==> config.mk <==
export PLATFORM = sky130hd
export DESIGN_NAME = uart_tx_frame
export DESIGN_NICKNAME = d
export VERILOG_FILES = /design/src/rtl/uart_tx_frame.sv
export SDC_FILE = /design/constraint.sdc
export NUM_CORES = 1
export LEC_CHECK = 0
export ABC_AREA = 1
export BUFFER_PORTS_ARGS = -buffer_cell sky130_fd_sc_hd__buf_4
export CAP_MARGIN = 30
export CORE_ASPECT_RATIO = 0.7
export CORE_MARGIN = 2
export CORE_UTILIZATION = 45
export CTS_CLUSTER_SIZE = 12
export DETAILED_ROUTE_END_ITERATION = 12
export PLACE_DENSITY = 0.61
export SLEW_MARGIN = 25
export SYNTH_ARGS = -nofsm -noshare
export SYNTH_HDL_FRONTEND = slang
export SYNTH_SLANG_ARGS = --single-unit
==> constraint.sdc <==
create_clock -name CLK -period 2.3 [get_ports CLK]
set_input_delay 0.23 -clock CLK [delete_from_list [all_inputs] [get_ports CLK]]
set_output_delay 0.23 -clock CLK [all_outputs]
set_load 0.005 [all_outputs]
==> src/rtl/uart_tx_frame.sv <==
// UART transmitter with a built-in baud divider, 1/2 stop bits, optional parity and a valid/ready intake.
// A frame's settings are captured at accept and stay fixed until the frame has left the pin.
module uart_tx_frame #(
    parameter int DATA_WIDTH = 8,
    parameter int DIV_WIDTH  = 16
) (
    input  logic                  CLK,
    input  logic                  RST,
    input  logic [DATA_WIDTH-1:0] P_DATA,
    input  logic                  Data_Valid,
    output logic                  Ready,
    input  logic [DIV_WIDTH-1:0]  Baud_Div,
    input  logic                  parity_enable,
    input  logic                  parity_type,
    input  logic                  stop_bits,
    output logic                  TX_OUT,
    output logic                  busy,
    output logic [2:0]            state_dbg
);

    // Handshake: a frame is accepted on a rising CLK edge where Data_Valid
    // and Ready are both 1; Ready is 1 only in IDLE, so requests made while a
    // frame is in flight are dropped, never queued.

    localparam logic [2:0] IDLE   = 3'd0;
    localparam logic [2:0] START  = 3'd1;
    localparam logic [2:0] DATA   = 3'd2;
    localparam logic [2:0] PARITY = 3'd3;
    localparam logic [2:0] STOP   = 3'd4;

    localparam int              CW       = (DATA_WIDTH > 1) ? $clog2(DATA_WIDTH) : 1;
    localparam logic [CW-1:0]   LAST_BIT = CW'(DATA_WIDTH - 1);

    logic [2:0]            state;
    logic [DATA_WIDTH-1:0] shift_q;
    logic                  par_q;
    logic                  pe_q;
    logic                  sb_q;
    logic [DIV_WIDTH-1:0]  div_q;
    logic [DIV_WIDTH-1:0]  div_cnt;
    logic [CW-1:0]         bit_cnt;
    logic                  stop_cnt;
    logic                  tx_q;
    logic                  tick;

    assign tick = (div_cnt == div_q);

    always_ff @(posedge CLK or negedge RST) begin
        if (!RST) begin
            state    <= IDLE;
            shift_q  <= '0;
            par_q    <= 1'b0;
            pe_q     <= 1'b0;
            sb_q     <= 1'b0;
            div_q    <= '0;
            div_cnt  <= '0;
            bit_cnt  <= '0;
            stop_cnt <= 1'b0;
            tx_q     <= 1'b1;
        end else if (state == IDLE) begin
            if (Data_Valid) begin
                shift_q  <= P_DATA;
                // Parity is fixed at accept so later P_DATA changes cannot leak in.
                par_q    <= (^P_DATA) ^ parity_type;
                pe_q     <= parity_enable;
                sb_q     <= stop_bits;
                div_q    <= Baud_Div;
                div_cnt  <= '0;
                bit_cnt  <= '0;
                stop_cnt <= 1'b0;
                tx_q     <= 1'b0;
                state    <= START;
            end
        end else if (!tick) begin
            div_cnt <= div_cnt + 1'b1;
        end else begin
            div_cnt <= '0;
            case (state)
                START: begin
                    state <= DATA;
                    tx_q  <= shift_q[0];
                end
                DATA: begin
                    if (bit_cnt == LAST_BIT) begin
                        if (pe_q) begin
                            state <= PARITY;
                            tx_q  <= par_q;
                        end else begin
                            state <= STOP;
                            tx_q  <= 1'b1;
                        end
                    end else begin
                        // Next data bit is already sitting at shift_q[1].
                        bit_cnt <= bit_cnt + 1'b1;
                        shift_q <= shift_q >> 1;
                        tx_q    <= shift_q[1];
                    end
                end
                PARITY: begin
                    state <= STOP;
                    tx_q  <= 1'b1;
                end
                STOP: begin
                    if (sb_q && !stop_cnt) begin
                        stop_cnt <= 1'b1;
                    end else begin
                        state <= IDLE;
                    end
                end
                default: begin
                    state <= IDLE;
                    tx_q  <= 1'b1;
                end
            endcase
        end
    end

    assign Ready     = (state == IDLE);
    assign busy      = (state != IDLE);
    assign TX_OUT    = tx_q;
    assign state_dbg = state;

endmodule

==> results of run 1 <==
[placed cells by master (no fill, tap or decap), types with 7 or more instances in the layout]
cell | synthesis | final
inv_2 | 7 | 7
nor2_1 | 24 | 23
buf_4 | 4 | 40
nand4_1 | 18 | 18
xor2_1 | 12 | 12
o22ai_1 | 10 | 10
o21ai_0 | 24 | 24
nand3_1 | 13 | 13
nand2_1 | 151 | 151
dfrtp_1 | 50 | 50
nor3_1 | 7 | 7
inv_1 | 42 | 42
[sequential cells by signal (all words and copies together), names as in the netlist]
register and flops:
state_dbg 3, div_cnt 16, TX_OUT 1, shift_q 8
par_q 1, pe_q 1, stop_cnt 1, sb_q 1
bit_cnt 3, div_q 16
[power by group through the flow]
stage	logic [uW]	registers (uW)	clock network, uW
after detailed placement	1790	1410	0
final	1790	1400	510
after CTS	1800	1400	524
after global placement	1770	1410	0
after floorplan	1400	1360	0
after global routing	2060	1440	578
[cells by family after synthesis]
kind of cell	after synthesis	synth area share, %
xor gates and xnor gates	17	5.123
DFF	51	43.95
AOI/OAI and AO/OA	41	7.749
buffers and inverters	64	10.12
and+or+nand+nor	220	31.77
adders and majority gates	3	1.292
[worst max-delay path, delay by kind of cell, from the launching register on]
kind	cells	cell delay (ns)
DFF	1	0.42
and+or+nand+nor	10	1.36
buffers and inverters	1	0.10
[area by class of cell]
type	instances	area [sq um]	share of cell area, %
repair buffers	42	330.3	9.989
flip-flops and latches	51	1277	38.63
well taps	78	97.59	2.951
multi-input cells	281	1338	40.45
clock buffers	8	80.08	2.421
inverters	49	183.9	5.562
[worst min path at each step]
stage                        endpoint  cells after the start         from
2_1_floorplan  bit_cnt[0]$_DFFE_PN0P_                      0          RST
3_3_place_gp     div_q[8]$_DFFE_PN0P_                      1          RST
3_5_place_dp     div_q[9]$_DFFE_PN0P_                      1          RST
4_1_cts          div_q[5]$_DFFE_PN0P_                      3  Baud_Div[5]
5_1_grt          div_q[3]$_DFFE_PN0P_                      3  Baud_Div[3]
6_report         div_q[6]$_DFFE_PN0P_                      3  Baud_Div[6]
[per-layer routing]
metal	global-route usage, %	up-vias	routed length [um]
met1	30.18	1115	3523
met4	5.023	0	44
li1	-	1318	-
met5	0	-	0
met2	28.83	38	2662
met3	4.098	2	203
[per-stage QoR]
| stage | utilization, % | std cells | setup slack [ns] |
|---|---|---|---|
| after floorplan | - | 396 | 0.8392 |
| after global placement | 51.50 | 500 | 0.3711 |
| after detailed placement | 51.50 | 500 | 0.3051 |
| after CTS | 52.94 | 509 | 0.2804 |
| after global routing | 52.94 | 509 | 0.04120 |
| final | 52.94 | 509 | 0.2872 |
==> out/qor.yml, run 1 <==
min_path_type: "primary input to register"
p_int_uw: 2067
layout_min_cycle_time_ns: 2.013
grt_start_max_net_pins: 52
grt_pass1_wl_um: 11060
vias_per_cell: 4.859
path_clk_slew_ns: 0.09
p_sw_uw: 1633
synth.distinct_cells: 29
p_comb_share_pct: 48.4
status: "finished clean"
vdd_ir_drop_max_v: 0.0005601
final.period_utilization_pct: 87.51
clock-root-buffer: "clkbuf_8"
core_sq_mm: 0.006246
rr_worst_depth: 11
synthTopCellsByArea: "dfrtp_1, nand2_1, inv_1"
netlist_instances: 396
worst_pin_slew_ns: 0.6547
fin_total_pwr_uw: 3700
seq_area_frac_synth_pct: 43.95
ys_warn_count: 0
ys_ff_latch: 51
drtIter0Drc: 159
r2r_slack_ns: 0.29
avgSynthCellArea_sq_um: 7.340
tritoncts: "yes"
final_cell_area_sq_mm: 0.003307
drtPass1Iterations: 4
hold_violations: 0
drcViolationCount: 0
cp_cell_sequence: "inv_1 -> nand2_1 -> nand2_1 -> nor2_1 -> nand2_1 -> nor2_2 -> nand2_2 -> nand2_4 -> nand3_1 -> nand2_1 -> nand2_1"
r2r_start: "div_cnt[3]$_DFFE_PN0P_"
setup_violations: 0
synth.most_common_cell: "nand2_1"
cts.sink_count: 51
area_delta_synth_final_pct: 13.78
layout-drive-gt1-share_pct: 14.15
synth_top_area_cell: "dfrtp_1"
critPathKind: "register to register"
antenna_found_initial: 0
fillers: 636
io_buffers: 35
crit_end: "shift_q[3]$_DFFE_PN0P_"
die_w_um: 100.1
layout.nets: 463
holdBufCountCts: 1
dieArea_sq_mm: 0.007128
synth_ff_type: "dfrtp_1"
power_density_mw_per_mm2: 1119
synth_top_area_share_pct: 43.05
globalplace.congestion: 0.8107
num_io_pins: 36
power_frac_clock_pct: 13.8
p_seq_share_pct: 37.8
cp_max_fo: 21
slew_headroom_pct: 56.35
rsz0062_at_grt: "false"
fp-row-count: 24
cts_buffer_depth: 2
first_global_vias: 2330
num_vias: 2473
syn_nets: 429
slowest_stage: "dfrtp_1"
synth_area_sq_mm: 0.002907
slew_violations: 0
leakage_uw: 0.001667
fin_skew_ns: 0.007105
grt-ovfl-total: 0
cp.arrival_ns: 2.20
synth_edf_count: 0
place_area_sq_mm: 0.003217
htree_levels: 2
p_sw_share_pct: 44.13
initial_utilization_pct: 46.53
post_cts_resized: 0
routed_wl_um: 6432
cts_buffers: 5
diodes: 0
clock_latency_ns: 0.30
crit_required_ns: 2.49
ys_top_cells_by_count: "nand2_1, dfrtp_1, inv_1"
postRouteAntennaNets: 0
max_freq_ghz: 0.4968
startpoint: "div_cnt[3]$_DFFE_PN0P_"
cts_setup_buffers: 0
critPathCaptureType: "register"
fin_hold_ws_ns: 0.1296
dp_hpwl_um: 4534
rr_endpoint: "shift_q[3]$_DFFE_PN0P_"
grt.total_usage_pct: 19.76
crit_top_cell: "nand2_1"
critPathMaxStageDelay_ns: 0.42
async_reset_ff_share_pct: 100.0
setup_tns_ns: 0
cap_violations: 0
critPathLaunchType: "register"
die_h_um: 71.24
wire_per_inst_um: 12.64
Power figures use the tool's default switching activity.
==> run 2: changes to the inputs <==
CORE_UTILIZATION = 40   (was 45)
CTS_CLUSTER_DIAMETER = 200   (was unset)
PLACE_DENSITY = 0.56   (was 0.61)
==> out/qor.yml, run 2 (synthesized netlist as in run 1, its figures left out) <==
status: "finished clean"  # unchanged
cp_max_fo: 19  # was 21
critPathMaxStageDelay_ns: 0.44  # was 0.42 ns
cts_buffer_depth: 2  # unchanged
fin_util_pct: 48.89  # was 52.94%
layout-drive-gt1-share_pct: 14.85  # was 14.15%
worst_pin_slew_ns: 0.6606  # was 0.6547 ns
vias_per_cell: 4.790  # was 4.859
cts.sink_count: 51  # unchanged
setup_violations: 0  # unchanged
slew_violations: 0  # unchanged
final_cell_mix: "nand2_1, dfrtp_1, inv_1"  # unchanged
layout_min_cycle_time_ns: 2.039  # was 2.013 ns
p_int_uw: 2203  # was 2067 uW
critPathKind: "register to primary output"  # was register to register
die_h_um: 75.32  # was 71.24 um
grt.total_usage_pct: 17.60  # was 19.76%
p_sw_share_pct: 42.92  # was 44.13%
vdd_ir_drop_max_v: 0.0004800  # was 0.0005601 V
final.period_utilization_pct: 88.63  # was 87.51%
hold_violations: 0  # unchanged
io_buffers: 35  # unchanged
cp.arrival_ns: 1.81  # was 2.20 ns
wire_per_inst_um: 12.42  # was 12.64 um
routed_wl_um: 6521  # was 6432 um
tritoncts: "yes"  # unchanged
final_common_cell: "nand2_1"  # unchanged
rsz0062_at_grt: "false"  # unchanged
initial_utilization_pct: 42.24  # was 46.53%
cap_violations: 0  # unchanged
crit_top_cell: "buf_4"  # was nand2_1
holdBufCountCts: 1  # unchanged
setup_tns_ns: 0  # unchanged
first_global_vias: 2218  # was 2330
area_delta_synth_final_pct: 15.76  # was 13.78%
slew_headroom_pct: 55.96  # was 56.35%
grt_pass1_wl_um: 10990  # was 11060 um
diodes: 0  # unchanged
drtIter0Drc: 149  # was 159
num_io_pins: 36  # unchanged
fin_skew_ns: 0.007151  # was 0.007105 ns
p_sw_uw: 1656  # was 1633 uW
globalplace.congestion: 0.8588  # was 0.8107
grt_start_max_net_pins: 52  # unchanged
die_w_um: 105.9  # was 100.1 um
max_freq_ghz: 0.4906  # was 0.4968 GHz
critPathCaptureType: "primary output"  # was register
drtPass1Iterations: 5  # was 4
critPathLaunchType: "register"  # unchanged
dp_hpwl_um: 4647  # was 4534 um
crit_required_ns: 2.07  # was 2.49 ns
core_sq_mm: 0.006882  # was 0.006246 sq mm
cts_setup_buffers: 0  # unchanged
p_seq_share_pct: 36.2  # was 37.8%
postRouteAntennaNets: 0  # unchanged
post_cts_resized: 0  # unchanged
drcViolationCount: 0  # unchanged
fin_total_pwr_uw: 3859  # was 3700 uW
slowest_stage: "dfrtp_1"  # unchanged
fp-row-count: 25  # was 24
reg.largest.list: "div_cnt x16, div_q x16, shift_q x8"  # unchanged
layout.nets: 463  # unchanged
antenna_found_initial: 0  # unchanged
cp_cell_sequence: "nor2_1 -> nand2_1 -> buf_4 -> inv_1 -> buf_4"  # was inv_1 -> nand2_1 -> nand2_1 -> nor2_1 -> nand2_1 -> nor2_2 -> nand2_2 -> nand2_4 -> nand3_1 -> nand2_1 -> nand2_1
power_density_mw_per_mm2: 1147  # was 1119 mW/mm^2
min_path_type: "primary input to register"  # unchanged
power_frac_clock_pct: 16.9  # was 13.8%
path_clk_slew_ns: 0.09  # about the same
clock_latency_ns: 0.30  # about the same
clock-root-buffer: "clkbuf_8"  # unchanged
cts_buffers: 5  # unchanged
dieArea_sq_mm: 0.007975  # was 0.007128 sq mm
p_comb_share_pct: 46.9  # was 48.4%
num_vias: 2515  # was 2473
leakage_uw: 0.001689  # was 0.001667 uW
fillers: 711  # was 636
htree_levels: 2  # unchanged
grt-ovfl-total: 0  # unchanged
-- run 2: changes by cell type in the layout (fill, tap and decap cells not counted), sizes merged --
cell	change
bufinv	+1
clkinv	+1
clkbuf	-2
-- run 2: layout make-up --
type,instances,area (sq um),area share (%)
clock buffer,6,82.58,2.454
clock inverter,2,35.03,1.041
inverter,49,183.9,5.467
multi-input combinational,281,1338,39.75
sequential,51,1277,37.97
tap,94,117.6,3.496
timing repair buffer,42,330.3,9.818
-- run 2: stage by stage --
step                std cells  hold slack (ns)  worst slack, ns  area [sq um]
global placement          516           0.3120           0.4059          3237
finish                    525           0.1288           0.2615          3364
CTS                       525           0.1218           0.2475          3364
floorplan                 396         -0.06559           0.8392          2907
detailed placement        516           0.3103           0.3360          3237
global route              525           0.1308          0.08143          3364
-- run 2: power by group through the flow --
stage / clock [uW] / combinational (uW) / sequential, uW
global placement: 0 / 1790 / 1410
CTS: 674 / 1830 / 1400
floorplan: 0 / 1400 / 1360
detailed placement: 0 / 1820 / 1410
finish: 653 / 1810 / 1400
global route: 703 / 2100 / 1440
-- run 2: final timing paths --
check,start,to,slack [ns],depth (start not counted)
worst max-delay path,state_dbg[1]$_DFFE_PN0P_,Ready,0.26,5
worst min-delay path,Baud_Div[9],div_q[9]$_DFFE_PN0P_,0.13,3
worst max register to register,div_cnt[4]$_DFFE_PN0P_,shift_q[7]$_DFFE_PN0P_,0.34,11
worst min register to register,shift_q[6]$_DFFE_PN0P_,shift_q[6]$_DFFE_PN0P_,0.48,2
max in group asynchronous,RST,div_cnt[13]$_DFFE_PN0P_,1.36,2
min in group asynchronous,RST,div_q[9]$_DFFE_PN0P_,0.49,2
-- run 2: routing by layer --
metal / vias to the layer above / share of wire [%] / track usage (%)
met4: 0 / 0.78 / 4.094
met1: 1114 / 55 / 28.28
met3: 4 / 6.4 / 3.080
met5: - / 0 / 0
li1: 1324 / - / -
met2: 73 / 37 / 24.37
-- run 2: worst max-delay path, delay by kind of cell (launching register included) --
kind	cells	cell delay [ns]
flops	1	0.44
simple gates	2	0.35
buf+inv	3	0.72
